$ cat src/rtl/tile_raster_engine_if.sv
// Bus bundle for tile_raster_engine: command/status, triangle BRAM read port,
// tile BRAM read/write ports and the external pixel-calculator channel.
// master = engine side, slave = environment (memories, calculator, host).
interface tile_raster_engine_if #(
  parameter int MAX_TRIANGLES = 256,
  parameter int TILE_W        = 20,
  parameter int TILE_H        = 45,
  parameter int X_W           = 9,
  parameter int Y_W           = 8,
  parameter int PIX_W         = 32,
  parameter int TRI_W         = 128
);
  localparam int NUM_W   = $clog2(MAX_TRIANGLES) + 1;
  localparam int TRI_AW  = $clog2(MAX_TRIANGLES);
  localparam int TILE_AW = $clog2(TILE_W * TILE_H);

  // command / status
  logic               start;
  logic               do_wipe;
  logic               do_paint;
  logic [PIX_W-1:0]   wipe_value;
  logic [NUM_W-1:0]   num_triangles;
  logic [X_W-1:0]     x_offset;
  logic [Y_W-1:0]     y_offset;
  logic               busy;
  logic               done;

  // triangle BRAM
  logic [TRI_AW-1:0]  tri_rd_addr;
  logic [TRI_W-1:0]   tri_rd_data;

  // tile BRAM
  logic [TILE_AW-1:0] tile_rd_addr;
  logic [PIX_W-1:0]   tile_rd_data;
  logic [TILE_AW-1:0] tile_wr_addr;
  logic               tile_wr_en;
  logic [PIX_W-1:0]   tile_wr_data;

  // pixel calculator
  logic               calc_in_valid;
  logic [X_W-1:0]     calc_x;
  logic [Y_W-1:0]     calc_y;
  logic [PIX_W-1:0]   calc_pixel;
  logic [TRI_W-1:0]   calc_tri;
  logic               calc_out_valid;
  logic [PIX_W-1:0]   calc_pixel_out;

  modport master (
    input  start, do_wipe, do_paint, wipe_value, num_triangles, x_offset, y_offset,
    output busy, done,
    output tri_rd_addr,
    input  tri_rd_data,
    output tile_rd_addr, tile_wr_addr, tile_wr_en, tile_wr_data,
    input  tile_rd_data,
    output calc_in_valid, calc_x, calc_y, calc_pixel, calc_tri,
    input  calc_out_valid, calc_pixel_out
  );

  modport slave (
    output start, do_wipe, do_paint, wipe_value, num_triangles, x_offset, y_offset,
    input  busy, done,
    input  tri_rd_addr,
    output tri_rd_data,
    input  tile_rd_addr, tile_wr_addr, tile_wr_en, tile_wr_data,
    output tile_rd_data,
    input  calc_in_valid, calc_x, calc_y, calc_pixel, calc_tri,
    output calc_out_valid, calc_pixel_out
  );
endinterface

$ cat src/rtl/tile_raster_engine.sv
// tile_raster_engine: wipes a TILE_W x TILE_H tile buffer and/or paints it by
// streaming every pixel of the tile through an external pixel calculator once
// per triangle. Tile reads and calculator results are tracked by a valid/address
// pipeline so writes land on the pixel that was read TILE_RD_LAT+CALC_LAT earlier.
// Optional feature: define TILE_RASTER_PERF_EN to add perf_cycles / perf_tris.
module tile_raster_engine #(
  parameter int MAX_TRIANGLES = 256,
  parameter int TILE_W        = 20,
  parameter int TILE_H        = 45,
  parameter int X_W           = 9,
  parameter int Y_W           = 8,
  parameter int PIX_W         = 32,
  parameter int TRI_W         = 128,
  parameter int TRI_RD_LAT    = 2,
  parameter int TILE_RD_LAT   = 2,
  parameter int CALC_LAT      = 2
) (
  input  logic clk,
  input  logic rst_n,
  tile_raster_engine_if.master bus
`ifdef TILE_RASTER_PERF_EN
  ,
  output logic [31:0] perf_cycles,
  output logic [15:0] perf_tris
`endif
);

  localparam int NUM_W   = $clog2(MAX_TRIANGLES) + 1;
  localparam int TRI_AW  = $clog2(MAX_TRIANGLES);
  localparam int PIX_N   = TILE_W * TILE_H;
  localparam int TILE_AW = $clog2(PIX_N);
  localparam int OX_W    = $clog2(TILE_W + 1);
  localparam int OY_W    = $clog2(TILE_H + 1);
  localparam int WR_LAT  = TILE_RD_LAT + CALC_LAT;
  localparam int FC_W    = $clog2(TRI_RD_LAT + 1) + 1;

  typedef enum logic [2:0] {
    S_IDLE, S_WIPE, S_FETCH, S_ITER, S_DRAIN, S_DONE
  } state_t;

  state_t             state_reg, state_next;
  logic               accept;

  // command captured at accept
  logic               paint_reg;
  logic [NUM_W-1:0]   num_reg;
  logic [X_W-1:0]     x_off_reg;
  logic [Y_W-1:0]     y_off_reg;
  logic [PIX_W-1:0]   wipe_val_reg;

  // sequencing
  logic [NUM_W-1:0]   idx_reg;
  logic [TILE_AW-1:0] wipe_addr_reg;
  logic [FC_W-1:0]    fetch_cnt_reg;
  logic [TRI_W-1:0]   tri_reg;

  // tile scan
  logic [OX_W-1:0]    ox_reg;
  logic [OY_W-1:0]    oy_reg;
  logic [X_W-1:0]     cx_reg;
  logic [Y_W-1:0]     cy_reg;
  logic [TILE_AW-1:0] rd_addr_reg;

  // read -> calc -> write tracking pipeline
  logic [WR_LAT-1:0]  vld_pipe;
  logic [TILE_AW-1:0] addr_pipe [WR_LAT];
  logic [X_W-1:0]     x_pipe [TILE_RD_LAT];
  logic [Y_W-1:0]     y_pipe [TILE_RD_LAT];

  logic [NUM_W-1:0]   num_clamped;
  logic               last_pix;
  logic               more_tris;
  logic               inflight;
  logic               fetch_ready;
  logic               wipe_last;

  assign num_clamped = (bus.num_triangles > NUM_W'(MAX_TRIANGLES)) ?
                       NUM_W'(MAX_TRIANGLES) : bus.num_triangles;
  assign last_pix    = (ox_reg == OX_W'(TILE_W - 1)) && (oy_reg == OY_W'(TILE_H - 1));
  assign more_tris   = (idx_reg + NUM_W'(1)) < num_reg;
  // any tracked pixel still between its read and its write slot
  assign inflight    = |vld_pipe;
  // triangle word has arrived and the previous triangle's writes have all landed
  assign fetch_ready = (fetch_cnt_reg == FC_W'(TRI_RD_LAT)) && !inflight;
  assign wipe_last   = (wipe_addr_reg == TILE_AW'(PIX_N - 1));

  // state register
  always_ff @(posedge clk or negedge rst_n) begin
    if (!rst_n) state_reg <= S_IDLE;
    else        state_reg <= state_next;
  end

  // next-state logic and command acceptance
  always_comb begin
    state_next = state_reg;
    accept     = 1'b0;
    case (state_reg)
      S_IDLE: begin
        if (bus.start) begin
          accept = 1'b1;
          if (bus.do_wipe)       state_next = S_WIPE;
          else if (bus.do_paint) state_next = (num_clamped == '0) ? S_DRAIN : S_FETCH;
          else                   state_next = S_DONE;
        end
      end
      S_WIPE: begin
        if (wipe_last) begin
          if (!paint_reg)          state_next = S_DONE;
          else if (num_reg == '0)  state_next = S_DRAIN;
          else                     state_next = S_FETCH;
        end
      end
      S_FETCH: if (fetch_ready) state_next = S_ITER;
      S_ITER:  if (last_pix)    state_next = more_tris ? S_FETCH : S_DRAIN;
      S_DRAIN: if (!inflight)   state_next = S_DONE;
      S_DONE:                   state_next = S_IDLE;
      default:                  state_next = S_IDLE;
    endcase
  end

  // command capture, triangle index, wipe address and triangle fetch
  always_ff @(posedge clk or negedge rst_n) begin
    if (!rst_n) begin
      paint_reg     <= 1'b0;
      num_reg       <= '0;
      x_off_reg     <= '0;
      y_off_reg     <= '0;
      wipe_val_reg  <= '0;
      idx_reg       <= '0;
      wipe_addr_reg <= '0;
      fetch_cnt_reg <= '0;
      tri_reg       <= '0;
    end else begin
      if (accept) begin
        paint_reg     <= bus.do_paint;
        num_reg       <= num_clamped;
        x_off_reg     <= bus.x_offset;
        y_off_reg     <= bus.y_offset;
        wipe_val_reg  <= bus.wipe_value;
        idx_reg       <= '0;
        wipe_addr_reg <= '0;
      end else begin
        if (state_reg == S_WIPE) wipe_addr_reg <= wipe_addr_reg + TILE_AW'(1);
        if (state_reg == S_ITER && last_pix && more_tris) idx_reg <= idx_reg + NUM_W'(1);
      end
      // latency counter restarts on every FETCH entry and saturates
      if (state_reg != S_FETCH)
        fetch_cnt_reg <= '0;
      else if (fetch_cnt_reg != FC_W'(TRI_RD_LAT))
        fetch_cnt_reg <= fetch_cnt_reg + FC_W'(1);
      if (state_reg == S_FETCH && fetch_ready) tri_reg <= bus.tri_rd_data;
    end
  end

  // raster scan of the tile: ox inner, oy outer, screen coords tracked alongside
  always_ff @(posedge clk or negedge rst_n) begin
    if (!rst_n) begin
      ox_reg      <= '0;
      oy_reg      <= '0;
      cx_reg      <= '0;
      cy_reg      <= '0;
      rd_addr_reg <= '0;
    end else if (state_reg != S_ITER) begin
      ox_reg      <= '0;
      oy_reg      <= '0;
      cx_reg      <= x_off_reg;
      cy_reg      <= y_off_reg;
      rd_addr_reg <= '0;
    end else begin
      rd_addr_reg <= rd_addr_reg + TILE_AW'(1);
      if (ox_reg == OX_W'(TILE_W - 1)) begin
        ox_reg <= '0;
        oy_reg <= oy_reg + OY_W'(1);
        cx_reg <= x_off_reg;
        cy_reg <= cy_reg + Y_W'(1);
      end else begin
        ox_reg <= ox_reg + OX_W'(1);
        cx_reg <= cx_reg + X_W'(1);
      end
    end
  end

  // read/calc/write alignment pipeline; cleared by reset so no stale write survives
  always_ff @(posedge clk or negedge rst_n) begin
    if (!rst_n) begin
      vld_pipe <= '0;
      for (int i = 0; i < WR_LAT; i++)      addr_pipe[i] <= '0;
      for (int i = 0; i < TILE_RD_LAT; i++) begin
        x_pipe[i] <= '0;
        y_pipe[i] <= '0;
      end
    end else begin
      vld_pipe[0]  <= (state_reg == S_ITER);
      addr_pipe[0] <= rd_addr_reg;
      x_pipe[0]    <= cx_reg;
      y_pipe[0]    <= cy_reg;
      for (int i = 1; i < WR_LAT; i++) begin
        vld_pipe[i]  <= vld_pipe[i-1];
        addr_pipe[i] <= addr_pipe[i-1];
      end
      for (int i = 1; i < TILE_RD_LAT; i++) begin
        x_pipe[i] <= x_pipe[i-1];
        y_pipe[i] <= y_pipe[i-1];
      end
    end
  end

  // bus outputs; calculator results only write when the pipeline expects them
  always_comb begin
    bus.busy          = (state_reg != S_IDLE);
    bus.done          = (state_reg == S_DONE);
    bus.tri_rd_addr   = idx_reg[TRI_AW-1:0];
    bus.tile_rd_addr  = rd_addr_reg;
    bus.calc_in_valid = vld_pipe[TILE_RD_LAT-1];
    bus.calc_x        = x_pipe[TILE_RD_LAT-1];
    bus.calc_y        = y_pipe[TILE_RD_LAT-1];
    bus.calc_pixel    = bus.tile_rd_data;
    bus.calc_tri      = tri_reg;
    if (state_reg == S_WIPE) begin
      bus.tile_wr_en   = 1'b1;
      bus.tile_wr_addr = wipe_addr_reg;
      bus.tile_wr_data = wipe_val_reg;
    end else begin
      bus.tile_wr_en   = vld_pipe[WR_LAT-1] & bus.calc_out_valid;
      bus.tile_wr_addr = addr_pipe[WR_LAT-1];
      bus.tile_wr_data = bus.calc_pixel_out;
    end
  end

`ifdef TILE_RASTER_PERF_EN
  logic [31:0] cyc_cnt_reg;
  logic [15:0] tri_cnt_reg;

  // busy-cycle and painted-triangle counters, published when DONE is reached
  always_ff @(posedge clk or negedge rst_n) begin
    if (!rst_n) begin
      cyc_cnt_reg <= '0;
      tri_cnt_reg <= '0;
      perf_cycles <= '0;
      perf_tris   <= '0;
    end else begin
      if (accept) begin
        cyc_cnt_reg <= '0;
        tri_cnt_reg <= '0;
      end else if (state_reg != S_IDLE) begin
        cyc_cnt_reg <= cyc_cnt_reg + 32'd1;
        if (state_reg == S_ITER && last_pix) tri_cnt_reg <= tri_cnt_reg + 16'd1;
      end
      if (state_reg == S_DONE) begin
        perf_cycles <= cyc_cnt_reg + 32'd1;
        perf_tris   <= tri_cnt_reg;
      end
    end
  end
`endif

endmodule
$ cat src/flat_wrapper.sv
// flat-port wrapper written by rule: the top's interface ports become plain ports
module tile_raster_engine_flat 
#(
  parameter int MAX_TRIANGLES = 256,
  parameter int TILE_W        = 20,
  parameter int TILE_H        = 45,
  parameter int X_W           = 9,
  parameter int Y_W           = 8,
  parameter int PIX_W         = 32,
  parameter int TRI_W         = 128,
  parameter int TRI_RD_LAT    = 2,
  parameter int TILE_RD_LAT   = 2,
  parameter int CALC_LAT      = 2
)
  (clk, rst_n, bus_start, bus_do_wipe, bus_do_paint, bus_wipe_value, bus_num_triangles, bus_x_offset, bus_y_offset, bus_busy, bus_done, bus_tri_rd_addr, bus_tri_rd_data, bus_tile_rd_addr, bus_tile_wr_addr, bus_tile_wr_en, bus_tile_wr_data, bus_tile_rd_data, bus_calc_in_valid, bus_calc_x, bus_calc_y, bus_calc_pixel, bus_calc_tri, bus_calc_out_valid, bus_calc_pixel_out);
  tile_raster_engine_if #(.MAX_TRIANGLES(MAX_TRIANGLES), .TILE_W(TILE_W), .TILE_H(TILE_H), .X_W(X_W), .Y_W(Y_W), .PIX_W(PIX_W), .TRI_W(TRI_W)) bus_i ();
  input  logic clk;
  input  logic rst_n;
  input wire logic [$bits(bus_i.start)-1:0] bus_start;
  input wire logic [$bits(bus_i.do_wipe)-1:0] bus_do_wipe;
  input wire logic [$bits(bus_i.do_paint)-1:0] bus_do_paint;
  input wire logic [$bits(bus_i.wipe_value)-1:0] bus_wipe_value;
  input wire logic [$bits(bus_i.num_triangles)-1:0] bus_num_triangles;
  input wire logic [$bits(bus_i.x_offset)-1:0] bus_x_offset;
  input wire logic [$bits(bus_i.y_offset)-1:0] bus_y_offset;
  output wire logic [$bits(bus_i.busy)-1:0] bus_busy;
  output wire logic [$bits(bus_i.done)-1:0] bus_done;
  output wire logic [$bits(bus_i.tri_rd_addr)-1:0] bus_tri_rd_addr;
  input wire logic [$bits(bus_i.tri_rd_data)-1:0] bus_tri_rd_data;
  output wire logic [$bits(bus_i.tile_rd_addr)-1:0] bus_tile_rd_addr;
  output wire logic [$bits(bus_i.tile_wr_addr)-1:0] bus_tile_wr_addr;
  output wire logic [$bits(bus_i.tile_wr_en)-1:0] bus_tile_wr_en;
  output wire logic [$bits(bus_i.tile_wr_data)-1:0] bus_tile_wr_data;
  input wire logic [$bits(bus_i.tile_rd_data)-1:0] bus_tile_rd_data;
  output wire logic [$bits(bus_i.calc_in_valid)-1:0] bus_calc_in_valid;
  output wire logic [$bits(bus_i.calc_x)-1:0] bus_calc_x;
  output wire logic [$bits(bus_i.calc_y)-1:0] bus_calc_y;
  output wire logic [$bits(bus_i.calc_pixel)-1:0] bus_calc_pixel;
  output wire logic [$bits(bus_i.calc_tri)-1:0] bus_calc_tri;
  input wire logic [$bits(bus_i.calc_out_valid)-1:0] bus_calc_out_valid;
  input wire logic [$bits(bus_i.calc_pixel_out)-1:0] bus_calc_pixel_out;
  assign bus_i.start = bus_start;
  assign bus_i.do_wipe = bus_do_wipe;
  assign bus_i.do_paint = bus_do_paint;
  assign bus_i.wipe_value = bus_wipe_value;
  assign bus_i.num_triangles = bus_num_triangles;
  assign bus_i.x_offset = bus_x_offset;
  assign bus_i.y_offset = bus_y_offset;
  assign bus_busy = bus_i.busy;
  assign bus_done = bus_i.done;
  assign bus_tri_rd_addr = bus_i.tri_rd_addr;
  assign bus_i.tri_rd_data = bus_tri_rd_data;
  assign bus_tile_rd_addr = bus_i.tile_rd_addr;
  assign bus_tile_wr_addr = bus_i.tile_wr_addr;
  assign bus_tile_wr_en = bus_i.tile_wr_en;
  assign bus_tile_wr_data = bus_i.tile_wr_data;
  assign bus_i.tile_rd_data = bus_tile_rd_data;
  assign bus_calc_in_valid = bus_i.calc_in_valid;
  assign bus_calc_x = bus_i.calc_x;
  assign bus_calc_y = bus_i.calc_y;
  assign bus_calc_pixel = bus_i.calc_pixel;
  assign bus_calc_tri = bus_i.calc_tri;
  assign bus_i.calc_out_valid = bus_calc_out_valid;
  assign bus_i.calc_pixel_out = bus_calc_pixel_out;
  tile_raster_engine #(.MAX_TRIANGLES(MAX_TRIANGLES), .TILE_W(TILE_W), .TILE_H(TILE_H), .X_W(X_W), .Y_W(Y_W), .PIX_W(PIX_W), .TRI_W(TRI_W), .TRI_RD_LAT(TRI_RD_LAT), .TILE_RD_LAT(TILE_RD_LAT), .CALC_LAT(CALC_LAT)) u_core (.clk(clk), .rst_n(rst_n), .bus(bus_i));
endmodule
$ cat config.mk
export PLATFORM = sky130hd
export DESIGN_NAME = tile_raster_engine_flat
export DESIGN_NICKNAME = d
export VERILOG_FILES = /design/src/rtl/tile_raster_engine_if.sv /design/src/rtl/tile_raster_engine.sv /design/src/flat_wrapper.sv
export SDC_FILE = /design/constraint.sdc
export NUM_CORES = 1
export LEC_CHECK = 0
export ABC_AREA = 1
export BUFFER_PORTS_ARGS = -buffer_cell sky130_fd_sc_hd__clkbuf_2
export CAP_MARGIN = 20
export CORE_MARGIN = 4
export CORE_UTILIZATION = 35
export CTS_CLUSTER_DIAMETER = 120
export DETAILED_ROUTE_END_ITERATION = 8
export GPL_ROUTABILITY_DRIVEN = 0
export MAX_ROUTING_LAYER = met4
export PLACE_DENSITY = 0.59
export SLEW_MARGIN = 5
export SYNTH_ARGS = -nofsm -noshare
export SYNTH_HDL_FRONTEND = slang
export SYNTH_SLANG_ARGS = --single-unit
$ cat constraint.sdc
create_clock -name clk -period 7.51 [get_ports clk]
set_clock_uncertainty 0.1 [all_clocks]
set_input_delay 1.502 -clock clk [delete_from_list [all_inputs] [get_ports clk]]
set_output_delay 1.502 -clock clk [all_outputs]
set_load 0.1 [all_outputs]
==> results.txt <==
* Outcome: finished, final reports clean
- The number of antenna violations at the first check in global routing was 0.
* Reg-to-reg critical path endpoint: u_core.idx_reg[6]$_DFFE_PN0P_
- Cells after DPL: between 2000 and 2500
- Ranked by total cell area, the synthesized netlist is headed by dfrtp_1, mux2_4, nand2_1, buf_4, inv_1.
- In this run the deepest clock path goes through 3 buffers.
- For this design the top-level I/O count stands at around 500.
- STA puts the critical path data arrival time at around 3.1 ns.
* Max reg flops: 128
- Predominant post-synthesis flop cell: dfrtp_1
- Sort of element at the start of the critical path: flop
- Worst-skew pair later-pin latency: ~0.55 ns
- After synthesis the netlist holds a flip-flop and latch count of about 330.
- After routing, the total negative slack on setup checks comes to 0 ns.
- Sequential elements use roughly three fifths of the synthesized area.
- CTS H-tree lvls: 2
- Type of the tightest min-delay check: flop to flop
- Final WL: 36900 um
- Seq pwr share: between 30% and 40%
* Sw Ratio: 49.8%
- Start-to-end type of the worst setup path: flop to output port
* Most frequent cell after synthesis: nand2_1
* Final critical delay including setup and external delays: 4.74 ns
* RSZ-0062 raised after global routing: false
- For this configuration, the core starts out at a cell density of between 30% and 40%.
- X dimension of the die: about 210 um
- Reg-to-Reg Start: u_core.idx_reg[0]$_DFFE_PN0P_
* Actual slew at the worst max-slew pin: between 0.9 and 1 ns
- Buffers inserted during clock tree synthesis total 39.
* Combinational group share of total power: 44.9%
- Dividing the detail-routed wire length by the instance count gives 16.8 um.
* Critical Path RT: 5.91 ns
- Clock tree synthesis found a total of 328 sinks.
- Static timing analysis puts the maximum clock frequency at 211 MHz.
- Worst min-delay path startpoint: u_core.addr_pipe[14]$_DFF_PN0_
* Layout Nets: just under 2000
- DRC violations left: 0
- DRT iter0 DRCs: between 500 and 600
* Avg Synthesized Cell Area: between 10 and 15 sq um
- After synthesis, the netlist uses 41 different library cells.
* DIE AREA: about 44000 sq um
- Remaining max-slew budget at the tightest pin: between 30 and 40%
* Maximum net fanout on the critical path: 40
- Number of input and output port buffers inserted: approximately 430
- Max IR drop VDD: ~220 uV
* TritonCTS clock tree: built
- In the routed layout, each cell is associated on average with a via count of 4.50.
* Number of nets still failing antenna checks after routing: 0
- Net Switching: roughly 4000 uW
- Summed over its instances, the top area cell type makes up slightly below 60% of the synthesized netlist area.
* Cell Area, Synth: approximately 14000 sq um
- Antenna cells: 0
- Summed over all instances, the cell type with the most area after synthesis is dfrtp_1.
* Number of global-route vias before repair: approximately 10000
- The first detailed-routing pass ran for 5 iterations.
- The path with the worst hold slack has its endpoint at u_core.addr_pipe[4]$_DFF_PN0_.
- The die is 209 um tall.
* Power density over the cells: 455 nW/um^2
* Vias after detailed routing: about 9900
- Fill cells: roughly 3800
- Setup slack of the most critical reg-to-reg path: 4.46 ns
* Layout cell share with drive strength beyond 1: between 30% and 40%
- Number of setup violations in the final report: 0
- Kind of end point of the critical path: output port
* Warnings from Yosys: 0
* GRT Residual Overflow: 0
- Row generation in the floorplan step produced 73 rows.
- The area growth from synthesis to layout is 24.2%.
- Async SR Flop Fraction: 100%
- In the finished design, the share of the clock period the worst path needs comes to 63.2%.
- The number of cells on the worst reg-to-reg path is 14.
- Synthesized instance count: roughly 1300
- The tool flagged a number of max-cap violations equal to 0.
- Finished Layout Cells: between 2000 and 2500
- After clock tree synthesis, the flow added hold-fix buffers numbering 0.
- The worst hold path was traced through 0 stages.
* Post-detailed-placement half-perimeter wirelength: approximately 27000 um
- Final Max Tran Viols: 0
* Register clock-pin slew on the reported worst setup and hold paths: ~0.05 ns
* Pin count of the biggest net entering global routing: 132
- Combined global-route utilization of all metal layers: 17.0%
- Synth Net Count: between 1500 and 2000
* Clk Tree Root Cell: clkbuf_16
* Post-CTS Setup Bufs: 0
* Resized Gates After CTS: 0
- The clock network burns a little under a quarter of the power.
* Core Footprint: around 40000 sq um
- For this design the static power due to leakage is roughly 0.0096 uW.
* Number of hold violations in the final report: 0
- Number of flops mapped to enable cells by yosys: 0
- Counting instances in the post-synthesis netlist gives the leading cell types as nand2_1, dfrtp_1, mux2_4.
* Internal power component: around 4000 uW
- Wire length of the first global-routing pass: 57900 um
[cell families after synthesis]
| family | synth area share (%) |
|---|---|
| and+or+nand+nor | 15.0 |
| buffers and inverters | 7.81 |
| muxes | 13.4 |
| AOI/OAI and AO/OA | 3.43 |
| DFF | 58.1 |
| adders and majority gates | 1.59 |
| xor gates and xnor gates | 0.682 |
[through the flow]
step           util (%)  setup WS [ns]  instance area, sq um  power, uW  hold slack (ns)
3_3_place_gp       40.8           3.37                 16200       6090            0.231
6_report           44.0           2.77                 17500       7980            0.245
5_1_grt            44.0           2.53                 17500       8390            0.252
4_1_cts            44.0           2.68                 17500       8100            0.245
3_5_place_dp       40.8           3.29                 16200       6130            0.235
2_1_floorplan         -           2.83                 14100       5580            0.231
[power groups by stage]
stage	Sequential, uW	Combinational (uW)	Clock, uW
after floorplan	3410	2170	0
after global placement	2500	3590	0
after detailed placement	2510	3620	0
after CTS	2480	3630	1980
after global routing	2540	3780	2060
final	2480	3590	1910
[placed cells by master (no fill, tap or decap), drive strengths merged]
cell type  Yosys  final
nor3b          1      1
a21o           1      1
nor2          64     64
mux2         128    128
nor3          20     20
nand4         10     10
o211ai         3      3
nand3b         1      1
o21ai         39     39
ha            18     18
clkbuf         7    481
xor2           8      8
a31o           1      1
nand2        380    380
nand3         44     44
o21bai         3      3
inv           74     76
a31oi          4      4
a21oi         27     27
xnor2          3      3
nor4           1      1
o221ai         2      2
bufinv         0      4
clkinv         0     12
o22ai          4      4
or2            1      1
clkinvlp       0      1
o311ai         1      1
a22o           1      1
buf           94     10
o31ai          1      1
dfrtp        328    328
[worst max-delay path, stage by stage, from the launching register on]
cell,delay (ns)
dfrtp_1,0.44
inv_1,0.13
nand3_2,0.43
buf_4,0.45
inv_1,0.09
buf_4,0.39
nand2_1,0.11
nand2_1,0.09
clkbuf_2,0.45
[routing by layer]
layer	share of wire, %	track usage [%]
met1	43	21.4
met2	49	27.4
met3	6.4	4.02
met4	2.3	5.36
met5	0	-
[how the worst max path moves through the flow]
stage / from / endpoint / slack, ns
after floorplan: u_core.state_reg[1]$_DFFE_PN0P_ / bus_tile_wr_addr[1] / 2.83
after global placement: u_core.state_reg[1]$_DFFE_PN0P_ / bus_tile_wr_data[0] / 3.37
after detailed placement: u_core.state_reg[1]$_DFFE_PN0P_ / bus_tile_wr_data[10] / 3.29
after CTS: u_core.state_reg[1]$_DFFE_PN0P_ / bus_tile_wr_data[10] / 2.68
after global routing: u_core.state_reg[1]$_DFFE_PN0P_ / bus_tile_wr_data[17] / 2.53
final: u_core.state_reg[1]$_DFFE_PN0P_ / bus_tile_wr_data[2] / 2.77
[final cells by class]
type	instances	area, sq um	share of cell area [%]
clock inverter	19	245	1.40
tap	525	657	3.74
clock buffer	50	1070	6.08
timing repair buffer	441	2250	12.8
inverter	74	278	1.58
multi-input combinational	766	4830	27.6
sequential	328	8210	46.8
Note: power is estimated with default switching activity, not from simulation.
